<file path="config.mk">
export PLATFORM = sky130hd
export DESIGN_NAME = opto_shot_scheduler
export DESIGN_NICKNAME = d
export VERILOG_FILES = /design/src/rtl/opto_shot_scheduler.sv
export SDC_FILE = /design/constraint.sdc
export NUM_CORES = 1
export LEC_CHECK = 0
export ABC_AREA = 1
export BUFFER_PORTS_ARGS = -buffer_cell sky130_fd_sc_hd__buf_2
export CELL_PAD_IN_SITES_DETAIL_PLACEMENT = 1
export CELL_PAD_IN_SITES_GLOBAL_PLACEMENT = 1
export CORE_MARGIN = 5
export CORE_UTILIZATION = 49
export CTS_CLUSTER_SIZE = 12
export DETAILED_ROUTE_END_ITERATION = 10
export PLACE_DENSITY_LB_ADDON = 0.1
export SETUP_SLACK_MARGIN = 0.15
export SLEW_MARGIN = 0
export SYNTH_ARGS = -nofsm -noshare
export SYNTH_HDL_FRONTEND = slang
export SYNTH_SLANG_ARGS = --single-unit
</file>
<file path="constraint.sdc">
create_clock -name i_clk -period 18.4 [get_ports i_clk]
set_clock_uncertainty 0.2 [all_clocks]
set_input_delay 4.6 -clock i_clk [delete_from_list [all_inputs] [get_ports i_clk]]
set_output_delay 4.6 -clock i_clk [all_outputs]
set_load 0.03 [all_outputs]
</file>
<file path="src/rtl/opto_shot_scheduler.sv">
// Laser shot scheduler: sequences TDC init, ready check, laser fire and the measurement
// window of every shot, with runtime config that is shadowed until the next shot boundary.
module opto_shot_scheduler #(
    parameter logic [15:0] DEF_PERIOD = 16'd333,
    parameter logic [15:0] DEF_LEAD   = 16'd70,
    parameter logic [15:0] DEF_WIN    = 16'd200,
    parameter logic [15:0] MIN_PERIOD = 16'd16
) (
    input  logic        i_clk,
    input  logic        i_rst,
    input  logic        i_cfg_wr,
    input  logic [15:0] i_cfg_period,
    input  logic [15:0] i_cfg_lead,
    input  logic [15:0] i_cfg_win,
    input  logic        i_start,
    input  logic        i_stop,
    input  logic        i_tdc_ready,
    output logic        o_tdc_init,
    output logic        o_laser_fire,
    output logic        o_win_open,
    output logic        o_miss,
    output logic        o_cfg_err,
    output logic        o_busy,
    output logic [31:0] o_shot_cnt
);

    typedef enum logic [1:0] {ST_IDLE, ST_ARM, ST_RUN, ST_DRAIN} state_t;

    state_t      state_q, state_d;
    logic [15:0] cnt_q, cnt_d;
    logic [15:0] last_q, last_d;
    logic [15:0] init_at_q, init_at_d;
    logic [15:0] win_q, win_d;
    logic [15:0] pend_period_q, pend_period_d;
    logic [15:0] pend_lead_q, pend_lead_d;
    logic [15:0] pend_win_q, pend_win_d;
    logic [15:0] win_rem_q, win_rem_d;
    logic        rdy_q, rdy_d;
    logic        tdc_init_q, tdc_init_d;
    logic        laser_fire_q, laser_fire_d;
    logic        win_open_q, win_open_d;
    logic        miss_q, miss_d;
    logic        cfg_err_q, cfg_err_d;
    logic        busy_q, busy_d;
    logic [31:0] shot_cnt_q, shot_cnt_d;

    logic cfg_valid;
    logic cfg_load;
    logic at_wrap;
    logic at_init;

    // The period term guards the subtractions below against wrap-around.
    assign cfg_valid = (i_cfg_period >= MIN_PERIOD) &&
                       (i_cfg_lead >= 16'd4) &&
                       (i_cfg_lead <= i_cfg_period - 16'd4) &&
                       (i_cfg_win <= i_cfg_period - i_cfg_lead - 16'd1);
    assign cfg_load  = i_cfg_wr && cfg_valid;
    assign at_wrap   = (state_q == ST_RUN) && (cnt_q == last_q);
    assign at_init   = (state_q == ST_RUN) && (cnt_q == init_at_q);

    always_comb begin
        state_d       = state_q;
        cnt_d         = cnt_q;
        last_d        = last_q;
        init_at_d     = init_at_q;
        win_d         = win_q;
        pend_period_d = pend_period_q;
        pend_lead_d   = pend_lead_q;
        pend_win_d    = pend_win_q;
        win_rem_d     = win_rem_q;
        shot_cnt_d    = shot_cnt_q;
        tdc_init_d    = 1'b0;
        laser_fire_d  = 1'b0;
        miss_d        = 1'b0;
        win_open_d    = win_open_q;
        cfg_err_d     = i_cfg_wr && !cfg_valid;

        if (cfg_load) begin
            pend_period_d = i_cfg_period;
            pend_lead_d   = i_cfg_lead;
            pend_win_d    = i_cfg_win;
        end

        // Window length is taken from the config active in the fire cycle.
        if (laser_fire_q) begin
            win_open_d = (win_q != 16'd0);
            win_rem_d  = win_q - 16'd1;
        end else if (win_open_q) begin
            if (win_rem_q == 16'd0) begin
                win_open_d = 1'b0;
            end else begin
                win_rem_d = win_rem_q - 16'd1;
            end
        end

        case (state_q)
            ST_IDLE: begin
                cnt_d = 16'd0;
                if (cfg_load) begin
                    last_d    = i_cfg_period - 16'd1;
                    init_at_d = i_cfg_period - i_cfg_lead - 16'd1;
                    win_d     = i_cfg_win;
                end else begin
                    last_d    = pend_period_q - 16'd1;
                    init_at_d = pend_period_q - pend_lead_q - 16'd1;
                    win_d     = pend_win_q;
                end
                if (i_start && !i_stop) begin
                    state_d    = ST_ARM;
                    shot_cnt_d = 32'd0;
                end
            end
            ST_ARM: begin
                cnt_d   = cnt_q + 16'd1;
                state_d = i_stop ? ST_DRAIN : ST_RUN;
            end
            ST_RUN: begin
                if (i_stop) begin
                    state_d = ST_DRAIN;
                end else begin
                    cnt_d      = at_wrap ? 16'd0 : cnt_q + 16'd1;
                    tdc_init_d = at_init;
                    if (at_wrap) begin
                        // Pending config takes over for the period that starts now.
                        last_d    = pend_period_q - 16'd1;
                        init_at_d = pend_period_q - pend_lead_q - 16'd1;
                        win_d     = pend_win_q;
                        if (rdy_q || i_tdc_ready) begin
                            laser_fire_d = 1'b1;
                            if (shot_cnt_q != 32'hFFFF_FFFF) begin
                                shot_cnt_d = shot_cnt_q + 32'd1;
                            end
                        end else begin
                            miss_d = 1'b1;
                        end
                    end
                end
            end
            default: begin
                if (!win_open_d) begin
                    state_d = ST_IDLE;
                end
            end
        endcase

        // Ready seen during the init cycle itself does not count.
        if (tdc_init_d) begin
            rdy_d = 1'b0;
        end else if (i_tdc_ready && !tdc_init_q) begin
            rdy_d = 1'b1;
        end else begin
            rdy_d = rdy_q;
        end

        busy_d = (state_d != ST_IDLE);
    end

    always_ff @(posedge i_clk or posedge i_rst) begin
        if (i_rst) begin
            state_q       <= ST_IDLE;
            cnt_q         <= 16'd0;
            last_q        <= DEF_PERIOD - 16'd1;
            init_at_q     <= DEF_PERIOD - DEF_LEAD - 16'd1;
            win_q         <= DEF_WIN;
            pend_period_q <= DEF_PERIOD;
            pend_lead_q   <= DEF_LEAD;
            pend_win_q    <= DEF_WIN;
            win_rem_q     <= 16'd0;
            rdy_q         <= 1'b0;
            tdc_init_q    <= 1'b0;
            laser_fire_q  <= 1'b0;
            win_open_q    <= 1'b0;
            miss_q        <= 1'b0;
            cfg_err_q     <= 1'b0;
            busy_q        <= 1'b0;
            shot_cnt_q    <= 32'd0;
        end else begin
            state_q       <= state_d;
            cnt_q         <= cnt_d;
            last_q        <= last_d;
            init_at_q     <= init_at_d;
            win_q         <= win_d;
            pend_period_q <= pend_period_d;
            pend_lead_q   <= pend_lead_d;
            pend_win_q    <= pend_win_d;
            win_rem_q     <= win_rem_d;
            rdy_q         <= rdy_d;
            tdc_init_q    <= tdc_init_d;
            laser_fire_q  <= laser_fire_d;
            win_open_q    <= win_open_d;
            miss_q        <= miss_d;
            cfg_err_q     <= cfg_err_d;
            busy_q        <= busy_d;
            shot_cnt_q    <= shot_cnt_d;
        end
    end

    assign o_tdc_init   = tdc_init_q;
    assign o_laser_fire = laser_fire_q;
    assign o_win_open   = win_open_q;
    assign o_miss       = miss_q;
    assign o_cfg_err    = cfg_err_q;
    assign o_busy       = busy_q;
    assign o_shot_cnt   = shot_cnt_q;

endmodule

</file>
==> qor.csv <==
stage;metric;value;unit
placed_design;placed standard-cell area;13100;um2
clock_network;buffer count from post-CTS setup fixing;0;
power;post-layout power;1.96;mW
routing;DRC viols;0;
global_route;Congestion Overflow GR;0;
routing;Detail Route Antenna Nets;0;
routing;overall via count from detail_route;11900;
global_route;first-pass GRT wire length;67.0;mm
power;cell area power density;143;nW/um2
die;effective utilization at floorplan;49.8;%
cells_and_area;fraction of final layout cells sized beyond drive strength 1;11.6;%
synth;most frequent cell after synthesis;sky130_fd_sc_hd__nand2_1;
sta;worst-margin pin slew;1.11;ns
synth;Compound-Gate Fraction of Synth Area;11.2;%
synth;area of the mapped netlist;12600;um2
synth;Post-Synth XOR/XNOR Area;7.52;%
synth;flip-flop cell with the highest count after synthesis;sky130_fd_sc_hd__dfrtp_1;
synth;Seq/Total Area, Yosys;33.8;%
worst_setup_path;origin of the critical flop-to-flop path;state_q[0]$_DFF_PP0_;
hold_path;Hold Path Sink;last_q[3]$_DFFE_PP1P_;
synth;flip-flop and latch count after synthesis;169;
die;Die ar.;29000;um2
worst_setup_path;arrival time of data at the critical path endpoint;8.89;ns
worst_setup_path;R2R cell count;8;
sta;setup repair after global routing missed its margin;no;
routing;total met3 wirelength after detailed routing;1.18;mm
power;LEAKAGE;6.58;nW
routing;DR top layer;met4;
synth;gate count of the mapped netlist;1731;
sta;accumulated negative setup slack;0;ns
routing;aggregate routed wire length;40.5;mm
global_route;All-Layer GR Usage;28.7;%
routing;via density per instance;5.59;
run_status;status;complete, no violations;
sta;final period demand of the worst path;8.76;ns
worst_setup_path;worst flop-to-flop path endpoint;init_at_q[13]$_DFFE_PP0P_;
global_route;largest net degree at the start of global routing;100;
clock_network;clock tree from TritonCTS;done;
job;# Max-Cap Violations;0;
hold_path;classification of the worst-slack hold path;reg -> reg;
placed_design;detailed-placement wirelength estimate;31.1;mm
worst_setup_path;critical path peak fanout;99;
clock_network;clock buffer count from CTS;17;
worst_setup_path;required time of the critical path;18.53;ns
clock_network;maximum level of the CTS H-tree;4;
clock_network;clock latency reported for the late side of the worst-skew pair;0.44;ns
synth;area share of the leading cell type in the synthesized netlist;29.4;%
clock_network;Max Buffers Root-to-Sink;2;
cells_and_area;fraction of the core area covered by cells at the end of the flow;54.4;%
placed_design;gp weighted congestion;0.925;
die;vertical die dimension;170;um
synth;syn avg cell area;7.27;um2
worst_setup_path;Worst setup startpoint;i_cfg_period[0];
worst_setup_path;Crit. End Element;flip-flop;
routing;number of DRC markers after the initial detailed-route iteration;763;
synth;number of enable-type register cells in the synthesized netlist;0;
sta;Final Hold Viols;0;
clock_network;clock transition at the register clock pins on the worst setup and hold paths after CTS;0.07;ns
sta;fmax;114;MHz
synth;synth unique cells;53;
placed_design;Buffers on Ports;91;
cells_and_area;Filler cells;3268;
power;highest ir drop seen on vdd;0.0817;mV
synth;main combinational cell family by area after synthesis;simple AND/OR/NAND/NOR gates;
die;count of pins on the block boundary;92;
worst_setup_path;worst setup path class;in -> reg;
cells_and_area;final cell area excluding filler cells;13700;um2
routing;metal1 wirelength;19.3;mm
cells_and_area;Area Growth Syn to Fin;9.16;%
sta;number of max-slew violations in the final report;0;
cells_and_area;# nets final;1910;
global_route;number of antenna violations at the first check in global routing;0;
cells_and_area;Antenna Cells;0;
placed_design;worst setup slack after placement;9.26;ns
routing;drt pass-1 iters;5;
synth;cell type with the highest aggregate area in the netlist;sky130_fd_sc_hd__dfrtp_1;
die;number of placement rows;58;
clock_network;hold buffer count at CTS;0;
worst_setup_path;slack of the worst reg-to-reg path;14.66;ns
sta;endpoints failing setup;0;
synth;async set or reset register ratio after synthesis;100;%
die;die span in x;170;um
global_route;number of global-route vias before repair;12600;
synth;Ys Warns;0;
routing;total met2 wirelength after detailed routing;19.1;mm
sta;remaining max-slew budget at the tightest pin;26.2;%
synth;cell types with the highest counts after synthesis;439 x sky130_fd_sc_hd__nand2_1, 230 x sky130_fd_sc_hd__inv_1, 148 x sky130_fd_sc_hd__dfrtp_1;
hold_path;number of stages on the worst hold path;2;
synth;leading cell types by total area after synthesis;sky130_fd_sc_hd__dfrtp_1 29%, sky130_fd_sc_hd__nand2_1 13%, sky130_fd_sc_hd__ha_1 7.2%, sky130_fd_sc_hd__inv_1 6.9%, sky130_fd_sc_hd__dfstp_2 4.4%;
synth;fraction of the mapped netlist area in simple logic gates;30.0;%
routing;Wirelength per Cell;19.1;um
clock_network;total number of clock tree sinks;169;
sta;fin crit share;47.6;%
clock_network;count of instances resized after the clock tree is built;0;
die;Core ar.;25300;um2
worst_setup_path;startpoint kind of the worst setup timing path;primary input;
clock_network;CTS Root Buffer Type;sky130_fd_sc_hd__clkbuf_16;
sta;fin worst setup slack;9.64;ns
synth;Post-Syn Nets;1859;
hold_path;Worst Min Path Start;last_q[3]$_DFFE_PP1P_;
synth;mux contribution to synthesized area;0;%
synth;synthesized-area fraction occupied by adder cells;7.48;%
where the power goes:
group | leakage (nW) | switching (mW) | internal, mW | total [mW]
registers | 2.10 | 0.0928 | 0.505 | 0.598
clock network | 0.304 | 0.168 | 0.222 | 0.390
logic | 4.17 | 0.668 | 0.305 | 0.973
total | 6.58 | 0.928 | 1.03 | 1.96
how the worst max path moves through the flow:
stage,end,depth (start not counted)
finish,last_q[5]$_DFFE_PP0P_,22
CTS,last_q[5]$_DFFE_PP0P_,22
detailed placement,init_at_q[6]$_DFFE_PP0P_,21
floorplan,cnt_q[0]$_DFFE_PP0P_,1
global placement,pend_lead_q[2]$_DFFE_PP1P_,20
global route,last_q[5]$_DFFE_PP0P_,22
cells by family after synthesis:
kind of cell / Yosys count
buf+inv: 301
flops: 169
compound gates: 236
simple gates: 843
xor+xnor: 108
fa+ha+maj: 74
final cells by class:
class | instances | area, um2 | area share [%]
timing repair buffer | 94 | 478 | 3.48
tap | 330 | 413 | 3.01
multi-input combinational | 1261 | 7060 | 51.4
sequential | 169 | 4260 | 31.0
inverter | 239 | 903 | 6.58
clock buffer | 19 | 443 | 3.23
clock inverter | 13 | 178 | 1.29
registers in the layout (all words and copies together) (netlist names):
name           count
o_miss             1
o_laser_fire       1
state_q            2
o_win_open         1
cnt_q             16
init_at_q         16
last_q            16
o_shot_cnt        32
o_tdc_init         1
pend_period_q     16
o_busy             1
rdy_q              1
pend_lead_q       16
win_q             16
o_cfg_err          1
win_rem_q         16
pend_win_q        16
layer usage:
metal	track usage [%]	vias to the layer above
li1	-	5763
met1	39.8	5841
met2	47.3	223
met3	3.60	50
met4	8.19	0
met5	0	-
critical path, cell delays in order:
cell,delay [ns]
sky130_fd_sc_hd__buf_2,0.15
sky130_fd_sc_hd__ha_1,0.23
sky130_fd_sc_hd__fa_1,0.43
sky130_fd_sc_hd__nand3_1,0.12
sky130_fd_sc_hd__nand3_1,0.11
sky130_fd_sc_hd__nand2_1,0.08
sky130_fd_sc_hd__nand3_1,0.12
sky130_fd_sc_hd__nand2_1,0.08
sky130_fd_sc_hd__nand2_1,0.05
sky130_fd_sc_hd__xor2_1,0.19
sky130_fd_sc_hd__ha_1,0.30
sky130_fd_sc_hd__nand2_1,0.07
sky130_fd_sc_hd__nor3_1,0.27
sky130_fd_sc_hd__nand3_1,0.11
sky130_fd_sc_hd__nand2_1,0.10
sky130_fd_sc_hd__nand2_2,0.09
sky130_fd_sc_hd__nor2_8,0.56
sky130_fd_sc_hd__nand2_4,0.70
sky130_fd_sc_hd__nand2_1,0.23
sky130_fd_sc_hd__nand3_1,0.09
sky130_fd_sc_hd__nand2_1,0.09
sky130_fd_sc_hd__nand2_1,0.05
through the flow:
stage	instances	hold WS, ns
global route	2125	0.299
detailed placement	2093	0.267
CTS	2125	0.278
global placement	2093	0.267
floorplan	1731	0.249
finish	2125	0.276
placed cells by master (no fill, tap or decap), drive strengths merged, types with 49 or more instances in the layout:
cell,netlist,final
dfrtp,148,148
xor2,62,62
buf,40,94
o21ai,122,122
inv,237,245
nand4,78,78
nand3,96,96
a21oi,57,57
nor2,142,142
nor3,49,49
nand2,447,447
ha,72,72
(Power assumes the default switching activity.)
